[config.mk]
export PLATFORM = sky130hd
export DESIGN_NAME = playbus_controller_l2
export DESIGN_NICKNAME = d
export VERILOG_FILES = /design/src/rtl/playbus_controller_l2.sv
export SDC_FILE = /design/constraint.sdc
export NUM_CORES = 1
export LEC_CHECK = 0
export BUFFER_PORTS_ARGS = -buffer_cell sky130_fd_sc_hd__buf_2
export CAP_MARGIN = 25
export CORE_MARGIN = 2
export CORE_UTILIZATION = 45
export DETAILED_ROUTE_END_ITERATION = 8
export PLACE_DENSITY = 0.67
export SLEW_MARGIN = 15
export SYNTH_ARGS = -nofsm -noshare
export SYNTH_HDL_FRONTEND = slang
export SYNTH_SLANG_ARGS = --single-unit
[constraint.sdc]
create_clock -name clk -period 4.65 [get_ports clk]
set_clock_uncertainty 0.15 [all_clocks]
set_input_delay 0.93 -clock clk [delete_from_list [all_inputs] [get_ports clk]]
set_output_delay 0.93 -clock clk [all_outputs]
set_load 0.1 [all_outputs]
[src/rtl/playbus_controller_l2.sv]
`default_nettype none
// +-----------------------------------------------------------------------------+
// | playbus_controller_l2 : multi-cycle PlayBus strobe sequencer, wait states   |
// | Revision 1.0                                                                |
// +-----------------------------------------------------------------------------+
module playbus_controller_l2 #(
   parameter int ROM_WAIT = 0,
   parameter int RAM_WAIT = 1,
   parameter int N_LED    = 2,
   localparam int SW      = (N_LED > 1) ? $clog2(N_LED) : 1
) (
   input  logic             clk,
   input  logic             reset,
   input  logic             start,
   input  logic [2:0]       func,
   input  logic [SW-1:0]    sel,
   output logic             ROMO,
   output logic             RAMO,
   output logic             RAMW,
   output logic             SWBEN,
   output logic [N_LED-1:0] LEDLTCH,
   output logic             busy,
   output logic             done,
   output logic             err
);

   localparam logic [4:0]  ROM_LEN  = 5'(ROM_WAIT + 1);
   localparam logic [4:0]  RAM_LEN  = 5'(RAM_WAIT + 1);
   localparam logic [SW:0] N_LED_W  = (SW+1)'(N_LED);

   typedef enum logic [1:0] {
      ST_IDLE  = 2'd0,
      ST_SETUP = 2'd1,
      ST_XFER  = 2'd2,
      ST_DONE  = 2'd3
   } state_t;

   state_t        state, state_n;
   logic [4:0]    cnt, cnt_n;
   logic [2:0]    func_q;
   logic [SW-1:0] sel_q;
   logic          active, led_func, sel_ok;

   function automatic logic [4:0] setup_len(input logic [2:0] f);
      case (f)
         3'd3, 3'd6: setup_len = 5'd1;
         3'd4, 3'd7: setup_len = ROM_LEN;
         3'd5:       setup_len = RAM_LEN;
         default:    setup_len = 5'd0;
      endcase
   endfunction

   function automatic logic [4:0] xfer_len(input logic [2:0] f);
      case (f)
         3'd0:             xfer_len = 5'd0;
         3'd1:             xfer_len = ROM_LEN;
         3'd2, 3'd3, 3'd4: xfer_len = RAM_LEN;
         default:          xfer_len = 5'd1;
      endcase
   endfunction

   always_ff @(posedge clk or posedge reset) begin
      if (reset) begin
         state  <= ST_IDLE;
         cnt    <= 5'd0;
         func_q <= 3'd0;
         sel_q  <= '0;
      end else begin
         state <= state_n;
         cnt   <= cnt_n;
         if (state == ST_IDLE && start) begin
            func_q <= func;
            sel_q  <= sel;
         end
      end
   end

   // Counter holds remaining cycles minus one; reloaded on every phase entry.
   always_comb begin
      state_n = state;
      cnt_n   = cnt;
      case (state)
         ST_IDLE: begin
            if (start) begin
               if (setup_len(func) != 5'd0) begin
                  state_n = ST_SETUP;
                  cnt_n   = setup_len(func) - 5'd1;
               end else if (xfer_len(func) != 5'd0) begin
                  state_n = ST_XFER;
                  cnt_n   = xfer_len(func) - 5'd1;
               end else begin
                  state_n = ST_DONE;
                  cnt_n   = 5'd0;
               end
            end
         end
         ST_SETUP: begin
            if (cnt == 5'd0) begin
               state_n = ST_XFER;
               cnt_n   = xfer_len(func_q) - 5'd1;
            end else begin
               cnt_n = cnt - 5'd1;
            end
         end
         ST_XFER: begin
            if (cnt == 5'd0) state_n = ST_DONE;
            else             cnt_n   = cnt - 5'd1;
         end
         default: state_n = ST_IDLE;
      endcase
   end

   always_comb begin
      active   = (state == ST_SETUP) || (state == ST_XFER);
      led_func = func_q inside {3'd5, 3'd6, 3'd7};
      sel_ok   = {1'b0, sel_q} < N_LED_W;
      busy     = active;
      done     = (state == ST_DONE);
      err      = done && led_func && !sel_ok;
      ROMO     = active && (func_q inside {3'd1, 3'd4, 3'd7});
      RAMO     = active && (func_q inside {3'd2, 3'd5});
      SWBEN    = active && (func_q inside {3'd3, 3'd6});
      RAMW     = (state == ST_XFER) && (func_q inside {3'd3, 3'd4});
      for (int i = 0; i < N_LED; i++) begin
         LEDLTCH[i] = (state == ST_XFER) && led_func && sel_ok && (sel_q == SW'(i));
      end
   end

endmodule
`default_nettype wire

==> reports/summary.md <==
The kind of critical path is reg -> out. Data arrives at the worst endpoint at 1820 ps. The synthesized design contains 11 register bits. The share of post-route cells with drive strength above 1 came out at 0.197.

The tools report the count of inserted antenna diode cells as 0. The number of top-level pins was 16; the count of final hold-check violations was 0. The logs give 0 for the post-route DRC violation count and 0 for the number of nets still failing antenna checks after routing. The flow ran to the end, and the final reports show no timing, DRC or antenna violations. Of all nets on the critical path, the largest fanout is 6. The core region is 1780 µm².

The total congestion overflow came out at 0. The worst setup path is launched from a register. Total routed wirelength: 1.73 mm. The cell that appears most often on the critical path is sky130_fd_sc_hd__inv_1.

After detailed routing, the wire length on met1 is 808 µm. The run gives 0.188 as the combined global-route utilization of all metal layers. The summed negative setup slack over all endpoints is 0 ps, and the length of routed met2 wiring is 830 µm. The via count of the first global-routing pass came out at 697.

The path class of the tightest hold or removal check is reg -> reg. The half-perimeter wire length after detailed placement was 1.37 mm. From left edge to right edge, the die measures 48.0 µm. Across the run, the number of max-cap violations was 0. The routed design uses 57 µm of met3 wire. From bottom edge to top edge, the die measures 48.0 µm.

The first global-routing pass estimated 2.93 mm of wire. The slowest stage of the critical path belongs to the cell sky130_fd_sc_hd__buf_2. The portion of the clock cycle consumed by the worst path in the final layout is 0.623. At the worst endpoint, the required time is 3570 ps. The run gives 0 as the count of hold buffers inserted by post-cts repair. The average routed wire per standard cell was 12.2 µm; the number of post-CTS setup repair buffers was 0. The kind of cell with the highest combined delay along the critical path is buffers and inverters. In this run, post-CTS repair resized a total of 0 instances. Clock-pin slew was measured on the worst setup and hold paths at 70 ps.

The topmost layer with routed signal wires is met4. Relative to the synthesized area, the layout overhead comes to 13.3%. The mapped netlist covers 872 µm². The setup check on the worst reg-to-reg path leaves a slack of 2590 ps. After floorplanning, the core was divided into 15 placement rows. The CTS H-tree depth came out at 1.

The routability-driven placement congestion ratio was 0.751; the count of pins over their slew limit was 0. The critical path goes through inv_1 -> ha_1 -> inv_1 -> nor2_1 -> buf_2. Leaving out fill and tap cells, the most frequent cells in the layout are 14 x sky130_fd_sc_hd__buf_2, 12 x sky130_fd_sc_hd__nand2_1, 11 x sky130_fd_sc_hd__dfrtp_1. For the initial antenna violation count, the log shows 0.

The library cell used most frequently in the layout, excluding fill and tap cells, is sky130_fd_sc_hd__buf_2. The share of synthesized area occupied by flip-flops and latches was 0.316. Setup repair after global routing left no endpoint under its margin. The number of input and output port buffers inserted was 14; the buffers plus inverters on the worst setup path was 3. CTS saw 11 sinks.

The count of nets after finishing was 132; the synthesized instance count was 101. The logs give 0.489 for the initial core utilization and 3 for the TritonCTS buffer count. Clock tree synthesis selected as its root buffer the cell sky130_fd_sc_hd__clkbuf_4. Entering global routing, the biggest net connects 12 pins. For the DRC marker count from the first detailed-route iteration, the log shows 10. Setup violations remaining at the end of the flow were counted as 0. The logs give 115 for the net count after synthesis and 270 ps for the clock network latency to the later pin of the worst-skew pair. TritonCTS built the clock tree. The tools report the number of optimization iterations in the first detailed-route pass as 4. Minimum clock period after layout: 2900 ps.

Each instance of the synthesized netlist takes up on average 8.63 µm². Total die area: 2310 µm². Via density per instance: 5.49. The capturing element type of the critical path was an output pin. The total of warnings raised by yosys is 0, and the count of cell types in the netlist is 33.

The run gives 0.345 GHz as the achievable frequency. The clock passes through at most 2 buffers. For the via total after detailed routing, the log shows 780. The delay contributed by the slowest stage of the critical path came out at 430 ps.
through the flow:
stage	hold WS, ps	instances	util	area (µm²)	worst slack [ps]
2_1_floorplan	345	101	-	872	658
3_3_place_gp	370	138	0.540	962	2090
3_5_place_dp	381	138	0.540	962	2050
4_1_cts	392	142	0.554	988	1740
5_1_grt	415	142	0.554	988	1630
6_report	385	142	0.554	988	1750
final timing paths:
check                          start         to  cells past startpoint
min reg2reg                 state[1]   state[0]                      1
max in group asynchronous      reset  func_q[0]                      2
min                         state[1]   state[0]                      1
max                         state[0]       ROMO                      5
max reg2reg                func_q[1]     cnt[3]                      7
min in group asynchronous      reset     cnt[3]                      2
layer usage:
metal / global-route usage / vias to the layer above
met5: 0 / -
met2: 0.315 / 14
met1: 0.223 / 375
met4: 0.0973 / 0
met3: 0.0453 / 4
li1: - / 387
final cells by class:
type	instances	area (µm²)
clock buffers	4	26.3
fillers	175	795
inverters	9	33.8
multi-input cells	79	552
flip-flops and latches	11	275
well taps	25	31.3
repair buffers	14	70.1
cells in the mapped netlist (all sizes together):
cell,n,area [µm²]
nand2,12,45.0
dfrtp,11,275
inv,9,33.8
nor2,9,33.8
ha,7,87.6
o21ai,7,35.0
nor2b,5,31.3
a21oi,3,15.0
a31oi,3,18.8
mux2,3,33.8
mux2i,3,30.0
o31ai,3,22.5
nand2b,2,12.5
nand3,2,10.0
nand3b,2,15.0
nor3,2,10.0
o211ai,2,15.0
a2111oi,1,15.0
a211o,1,8.76
a22o,1,8.76
a32oi,1,8.76
and3,1,6.26
buf,1,7.51
clkbuf,1,3.75
conb,1,3.75
nor3b,1,7.51
nor4,1,6.26
nor4b,1,23.8
o21bai,1,7.51
o311ai,1,8.76
or4b,1,13.8
xnor2,1,8.76
xor2,1,8.76
flip-flops by register name (all words and copies together), names as in the netlist:
register and cells:
state 2, sel_q 1, cnt 5, func_q 3
logic make-up (layout without fill, tap and decap cells):
group,Yosys count,in the layout,synth area share
buffers and inverters,11,27,0.0516
XOR/XNOR,2,2,0.0201
AO/OA/AOI/OAI,24,24,0.188
other,1,1,0.00430
flip-flops,11,11,0.316
AND/OR/NAND/NOR,39,39,0.247
multiplexers,6,6,0.0732
adder cells (fa/ha/maj),7,7,0.100
worst register-to-register path: stages (launching register included):
cell,delay [ps]
sky130_fd_sc_hd__dfrtp_1,450
sky130_fd_sc_hd__nor2b_1,200
sky130_fd_sc_hd__nor2_1,130
sky130_fd_sc_hd__ha_1,180
sky130_fd_sc_hd__nand2b_1,70
sky130_fd_sc_hd__a2111oi_2,530
sky130_fd_sc_hd__o311ai_1,180
sky130_fd_sc_hd__nand3_1,110
Power is not shown: default switching activity piles up to over one toggle a cycle in this logic, so the estimate is an artifact.
